===== src/rtl/spi_pkg.sv =====
// -----------------------------------------------------------------------------
// spi_pkg
// Shared types and constants for the SPI buffer transmitter.
//   SPI_MAX_LENGTH : default buffer depth in bytes
//   spi_byte_t     : one data byte
//   spi_len_t      : transfer length field (bytes)
//   spi_tx_state_t : transmitter FSM states
// -----------------------------------------------------------------------------
package spi_pkg;

  localparam int SPI_MAX_LENGTH = 4;

  typedef logic [7:0] spi_byte_t;
  typedef logic [2:0] spi_len_t;

  typedef enum logic [2:0] {
    ST_IDLE,
    ST_SETUP,
    ST_HIGH,
    ST_LOW,
    ST_HOLD,
    ST_GAP
  } spi_tx_state_t;

endpackage


===== src/rtl/spi_sclk_div.sv =====
// -----------------------------------------------------------------------------
// spi_sclk_div
// Half-period timer for the SPI transmitter. Counts DIV system clocks and
// raises tick for one cycle at the end of each half period.
// Ports:
//   sys_clk     in  : system clock (rising edge)
//   sys_reset_n in  : asynchronous active-low reset
//   clear       in  : restart the count (asserted when the FSM changes state)
//   tick        out : one-cycle pulse after DIV cycles in the current state
// -----------------------------------------------------------------------------
module spi_sclk_div #(
  parameter int DIV = 2
) (
  input  logic sys_clk,
  input  logic sys_reset_n,
  input  logic clear,
  output logic tick
);

  localparam int CW = (DIV > 1) ? $clog2(DIV) : 1;

  logic [CW-1:0] cnt_q;
  logic [CW-1:0] cnt_d;

  assign tick = (cnt_q == CW'(DIV - 1));

  // A state change coincides with tick except on leaving IDLE, so both
  // restart the count from zero; each state therefore lasts exactly DIV cycles.
  always_comb begin
    cnt_d = cnt_q + CW'(1);
    if (clear || tick) begin
      cnt_d = '0;
    end
  end

  always_ff @(posedge sys_clk or negedge sys_reset_n) begin
    if (!sys_reset_n) begin
      cnt_q <= '0;
    end else begin
      cnt_q <= cnt_d;
    end
  end

endmodule


===== src/rtl/spi_buffer_tx.sv =====
// -----------------------------------------------------------------------------
// spi_buffer_tx
// SPI mode-0 initiator that shifts a 1..MAX_LENGTH byte buffer out MSB-first,
// tx[0] first, generating spi_sclk and spi_cs_n from the system clock.
//
// Optional feature macro: SPI_BUFFER_TX_RX_CAPTURE_EN
//   defined   : spi_rx is sampled at each SCLK rising edge and assembled into
//               rx[byte] (bytes beyond length keep their previous value).
//   undefined : rx is held at zero and spi_rx is ignored.
//
// Ports:
//   sys_clk, sys_reset_n : clock, asynchronous active-low reset
//   start                : single-cycle transfer request (accepted in IDLE only)
//   length               : number of bytes, 1..MAX_LENGTH, sampled with start
//   tx                   : byte i at tx[8*i +: 8], sampled with start
//   busy                 : accepted start until end of the inter-transfer gap
//   done                 : one-cycle pulse as spi_cs_n rises
//   rx                   : captured return bytes, byte i at rx[8*i +: 8]
//   spi_sclk, spi_cs_n, spi_tx : SPI bus outputs, all straight from flops
//   spi_rx               : MISO
// -----------------------------------------------------------------------------
module spi_buffer_tx
  import spi_pkg::*;
#(
  parameter int SCLK_DIV   = 2,
  parameter int MAX_LENGTH = SPI_MAX_LENGTH
) (
  input  logic                    sys_clk,
  input  logic                    sys_reset_n,
  input  logic                    start,
  input  logic [2:0]              length,
  input  logic [8*MAX_LENGTH-1:0] tx,
  output logic                    busy,
  output logic                    done,
  output logic [8*MAX_LENGTH-1:0] rx,
  output logic                    spi_sclk,
  output logic                    spi_cs_n,
  output logic                    spi_tx,
  input  logic                    spi_rx
);

  localparam int TOTAL = 8 * MAX_LENGTH;
  localparam int BIT_W = $clog2(TOTAL);

  spi_tx_state_t    state_q, state_d;
  logic [TOTAL-1:0] shift_q, shift_d;
  spi_len_t         len_q, len_d;
  logic [BIT_W-1:0] bit_q, bit_d;
  logic             sclk_q, sclk_d;
  logic             cs_n_q, cs_n_d;
  logic             mosi_q, mosi_d;
  logic             busy_q, busy_d;
  logic             done_q, done_d;

  logic             tick;
  logic             div_clear;
  logic             start_ok;
  logic             last_bit;
  logic [5:0]       n_bits;
  logic [BIT_W-1:0] last_idx;
  logic [TOTAL-1:0] load_vec;

  // Reorder the byte buffer so that the first bit on the wire (bit 7 of
  // tx[0]) sits at the MSB of the shift register.
  generate
    for (genvar gi = 0; gi < MAX_LENGTH; gi++) begin : g_load
      assign load_vec[TOTAL-1-8*gi -: 8] = tx[8*gi +: 8];
    end
  endgenerate

  assign start_ok = start && (length != 3'd0) && (int'(length) <= MAX_LENGTH);
  assign n_bits   = {len_q, 3'b000};
  assign last_idx = BIT_W'(n_bits - 6'd1);
  assign last_bit = (bit_q == last_idx);

  spi_sclk_div #(
    .DIV (SCLK_DIV)
  ) u_div (
    .sys_clk     (sys_clk),
    .sys_reset_n (sys_reset_n),
    .clear       (div_clear),
    .tick        (tick)
  );

  always_comb begin
    state_d = state_q;
    shift_d = shift_q;
    len_d   = len_q;
    bit_d   = bit_q;
    sclk_d  = sclk_q;
    cs_n_d  = cs_n_q;
    mosi_d  = mosi_q;
    busy_d  = busy_q;
    done_d  = 1'b0;

    unique case (state_q)
      ST_IDLE: begin
        if (start_ok) begin
          state_d = ST_SETUP;
          shift_d = load_vec;
          len_d   = length;
          bit_d   = '0;
          cs_n_d  = 1'b0;
          mosi_d  = load_vec[TOTAL-1];
          busy_d  = 1'b1;
        end
      end
      ST_SETUP: begin
        if (tick) begin
          state_d = ST_HIGH;
          sclk_d  = 1'b1;
        end
      end
      ST_HIGH: begin
        if (tick) begin
          sclk_d = 1'b0;
          // After the final rising edge the falling edge leads straight into
          // HOLD, so the last bit stays on MOSI until chip select rises.
          if (last_bit) begin
            state_d = ST_HOLD;
          end else begin
            state_d = ST_LOW;
            bit_d   = bit_q + BIT_W'(1);
            shift_d = shift_q << 1;
            mosi_d  = shift_q[TOTAL-2];
          end
        end
      end
      ST_LOW: begin
        if (tick) begin
          state_d = ST_HIGH;
          sclk_d  = 1'b1;
        end
      end
      ST_HOLD: begin
        if (tick) begin
          state_d = ST_GAP;
          cs_n_d  = 1'b1;
          done_d  = 1'b1;
          mosi_d  = 1'b0;
        end
      end
      ST_GAP: begin
        if (tick) begin
          state_d = ST_IDLE;
          busy_d  = 1'b0;
        end
      end
      default: begin
        state_d = ST_IDLE;
      end
    endcase
  end

  assign div_clear = (state_d != state_q);

  always_ff @(posedge sys_clk or negedge sys_reset_n) begin
    if (!sys_reset_n) begin
      state_q <= ST_IDLE;
      shift_q <= '0;
      len_q   <= '0;
      bit_q   <= '0;
      sclk_q  <= 1'b0;
      cs_n_q  <= 1'b1;
      mosi_q  <= 1'b0;
      busy_q  <= 1'b0;
      done_q  <= 1'b0;
    end else begin
      state_q <= state_d;
      shift_q <= shift_d;
      len_q   <= len_d;
      bit_q   <= bit_d;
      sclk_q  <= sclk_d;
      cs_n_q  <= cs_n_d;
      mosi_q  <= mosi_d;
      busy_q  <= busy_d;
      done_q  <= done_d;
    end
  end

  assign busy     = busy_q;
  assign done     = done_q;
  assign spi_sclk = sclk_q;
  assign spi_cs_n = cs_n_q;
  assign spi_tx   = mosi_q;

`ifdef SPI_BUFFER_TX_RX_CAPTURE_EN
  // The system-clock edge that raises spi_sclk is the target's MOSI sample
  // point; MISO is sampled on the same edge, at bit index bit_q.
  logic       sclk_rise;
  logic [7:0] rx_byte_q, rx_byte_d;
  logic [7:0] rx_next;

  assign sclk_rise = tick && ((state_q == ST_SETUP) || (state_q == ST_LOW));
  assign rx_next   = {rx_byte_q[6:0], spi_rx};

  always_comb begin
    rx_byte_d = rx_byte_q;
    if (sclk_rise) begin
      rx_byte_d = rx_next;
    end
  end

  always_ff @(posedge sys_clk or negedge sys_reset_n) begin
    if (!sys_reset_n) begin
      rx_byte_q <= '0;
    end else begin
      rx_byte_q <= rx_byte_d;
    end
  end

  generate
    for (genvar gi = 0; gi < MAX_LENGTH; gi++) begin : g_rx
      logic [7:0] rx_q, rx_d;
      logic       wr_en;

      // Write on the 8th bit of byte gi, using the freshly shifted value.
      assign wr_en = sclk_rise && (bit_q[2:0] == 3'd7) && (int'(bit_q >> 3) == gi);

      always_comb begin
        rx_d = rx_q;
        if (wr_en) begin
          rx_d = rx_next;
        end
      end

      always_ff @(posedge sys_clk or negedge sys_reset_n) begin
        if (!sys_reset_n) begin
          rx_q <= '0;
        end else begin
          rx_q <= rx_d;
        end
      end

      assign rx[8*gi +: 8] = rx_q;
    end
  endgenerate
`else
  logic unused_spi_rx;
  assign unused_spi_rx = spi_rx;
  assign rx            = '0;
`endif

endmodule


===== config.mk =====
export PLATFORM = sky130hd
export DESIGN_NAME = spi_buffer_tx
export DESIGN_NICKNAME = d
export VERILOG_FILES = /design/src/rtl/spi_pkg.sv /design/src/rtl/spi_sclk_div.sv /design/src/rtl/spi_buffer_tx.sv
export SDC_FILE = /design/constraint.sdc
export NUM_CORES = 1
export LEC_CHECK = 0
export ABC_AREA = 1
export CORE_MARGIN = 10
export CORE_UTILIZATION = 52
export CTS_CLUSTER_SIZE = 24
export DETAILED_ROUTE_END_ITERATION = 10
export GPL_TIMING_DRIVEN = 0
export HOLD_SLACK_MARGIN = 0.12
export PLACE_DENSITY = 0.85
export REMOVE_ABC_BUFFERS = 1
export SKIP_LAST_GASP = 1
export SYNTH_ARGS = -nofsm -noshare
export SYNTH_HDL_FRONTEND = slang
export SYNTH_SLANG_ARGS = --single-unit

===== constraint.sdc =====
create_clock -name sys_clk -period 3.8 [get_ports sys_clk]
set_clock_uncertainty 0.05 [all_clocks]
set_input_delay 0.76 -clock sys_clk [delete_from_list [all_inputs] [get_ports sys_clk]]
set_output_delay 0.76 -clock sys_clk [all_outputs]
set_load 0.01 [all_outputs]

==> metrics.cfg <==
[timing]
slew-limit-headroom_pct=36.2
setup_viol=0
finalHoldViolations=0
setup_ws_ns=0.538
rsz0062_at_grt=no
fmax_ghz=0.307
finalMaxSlewViolations=0
fin_crit_sh_pct=85.8
fin_crit_ns=3.26
hold_slack_ns=0.287
worst_pin_slew_ns=0.954
tns_ns=0

[worst_hold_path]
hold_class=input pin to async pin

[setup_path]
required_ns=3.99
cp_cell_sequence=inv_2 -> nand3_4 -> inv_2 -> nand3_2 -> nand3_4 -> nand2_1 -> nand2_1
critPathMaxFanout=37
slowest_stage=nand3_2
reg2regPathDepth=7
path_class=flop to flop
crit_path_start_kind=flop
cp-end-kind=flop
worst_ep_arrival_time_ns=3.46
cpPeakStageDelay_ns=0.78

[die]
die_y_microns=93.7
die_area_sq_mm=0.00878
fp-row-count=26
core_sq_mm=0.00517
die_x_microns=93.7
io_pins=76
initial_core_util_pct=54.6

[routing]
vias=2532
drt_iter0_markers=197
drc=0
via_per_inst=5.14
first_pass_iters=5
wl_mm=6.43
antenna_left=0
wire_per_inst_microns=13.0

[pwr]
swShare_pct=45.0
power.leakage_nw=1.75
power_frac_seq_pct=36.2
powerDensity_mw_per_mm2=733
intPower_mw=1.30
p_clk_share_pct=16.3
p_switching_mw=1.06
irDropWorstVdd_mv=0.377
p_comb_share_pct=47.5

[logic_synthesis]
netlist_instances=392
yosysTopAreaCellShare_pct=40.8
ys_seq_area_share_pct=41.7
ys_seq_elements=47
synth.distinct_cells=24
synth.area.top_cells=dfrtp_1, nand2_1, buf_4, nand4_1, buf_2
ys_warn_count=0
synthesis.area_sq_mm=0.00282
synth.avg_cell_area_sq_um=7.20
synth_top_cell_by_area=dfrtp_1

[grt]
grt_pass1_wl_mm=11.0
grt.total_usage_pct=14.8
grt_max_degree=38
antenna_found_initial=0
overflow=0
first_global_vias=2550

[clock_tree]
clkTransAtPathRegs_ns=0.09
post_cts_buffers=0
numCtsBuffers=5
post_cts_resize_count=0
holdBufCountCts=0
clock-sinks=47
clock_latency_ns=0.31
cts_tree=yes
cts_root_buf=clkbuf_8
clock_path_buffers=2
htree_levels=2

[job]
maxCapViolCount=0

[status]
status=complete, no violations

[placed_design]
dpl_cell_area_sq_mm=0.00311
hpwl_mm=4.31
post-place-ws_ns=0.569
port_buffers=42
place_congestion=0.805

[cells_and_area]
final_cell_mix=nand2_1, dfrtp_1, clkdlybuf4s50_1
diodes=0
fin_util_pct=62.5
areaGrowthSynthToFinish_pct=14.4
nets=462
layout_commonest_cell=nand2_1
drive_above_1_share_pct=4.96
design_area_sq_mm=0.00323
n_fill_cell=507

[area by class of cell]
class	count	area [sq um]	share of cell area, %
timing repair buffer	43	435	13.5
multi-input combinational	311	1360	42.1
tap	70	87.6	2.71
clock inverter	2	35.0	1.08
inverter	14	52.6	1.63
sequential	47	1180	36.4
clock buffer	6	82.6	2.56
[flip-flops by register name, summed over array words and instances (netlist names)]
name / cells
done: 1
u_div.tick: 1
busy: 1
spi_tx: 1
shift_q: 31
len_q: 2
bit_q: 5
state_q: 3
spi_cs_n: 1
spi_sclk: 1
[cell usage after synthesis, drive strengths merged]
master / count
a21oi: 2
buf: 51
conb: 1
dfrtp: 46
dfstp: 1
ha: 1
inv: 14
nand2: 204
nand3: 13
nand4: 38
nor2: 10
nor3: 1
nor3b: 1
o211ai: 1
o21ai: 8
[final timing paths]
path	startpoint	endpoint	slack [ns]
worst min register to register	shift_q[25]	shift_q[25]	0.43
max in group asynchronous	sys_reset_n	state_q[1]	2.93
min in group sys_clk	shift_q[25]	shift_q[25]	0.43
worst max register to register	state_q[2]	shift_q[28]	0.54
worst min-delay path	sys_reset_n	spi_sclk	0.29
worst max-delay path	state_q[2]	shift_q[28]	0.54
[power by group through the flow]
stage / sequential, mW / clock [mW] / combinational (mW)
6_report: 0.858 / 0.385 / 1.12
5_1_grt: 0.885 / 0.405 / 1.31
4_1_cts: 0.856 / 0.391 / 1.13
3_5_place_dp: 0.865 / 0 / 1.12
3_3_place_gp: 0.855 / 0 / 1.09
2_1_floorplan: 0.841 / 0 / 0.816
[per-layer routing]
metal / wire (microns) / vias to the layer above / GRT usage (%)
li1: - / 1254 / -
met1: 2830 / 1188 / 17.6
met2: 3140 / 82 / 25.7
met3: 409 / 8 / 3.60
met4: 57 / 0 / 4.56
met5: 0 / - / 0
[worst max-delay path: cells and delay by family (launching register included)]
family | cells | cell delay [ns]
DFF | 1 | 0.41
and+or+nand+nor | 5 | 1.96
buffers and inverters | 2 | 0.75
[per-stage QoR]
stage / power, mW / cells
2_1_floorplan: 1.66 / 372
5_1_grt: 2.60 / 493
3_5_place_dp: 1.99 / 485
4_1_cts: 2.38 / 493
6_report: 2.37 / 493
3_3_place_gp: 1.95 / 484
[cells by family after synthesis]
family	count (synthesis)	synth area share, %
compound gates	11	2.44
fa+ha+maj	1	0.443
buf+inv	65	14.3
flops	47	41.7
other cells	1	0.133
simple gates	267	41.0
Power figures use the tool's default switching activity.
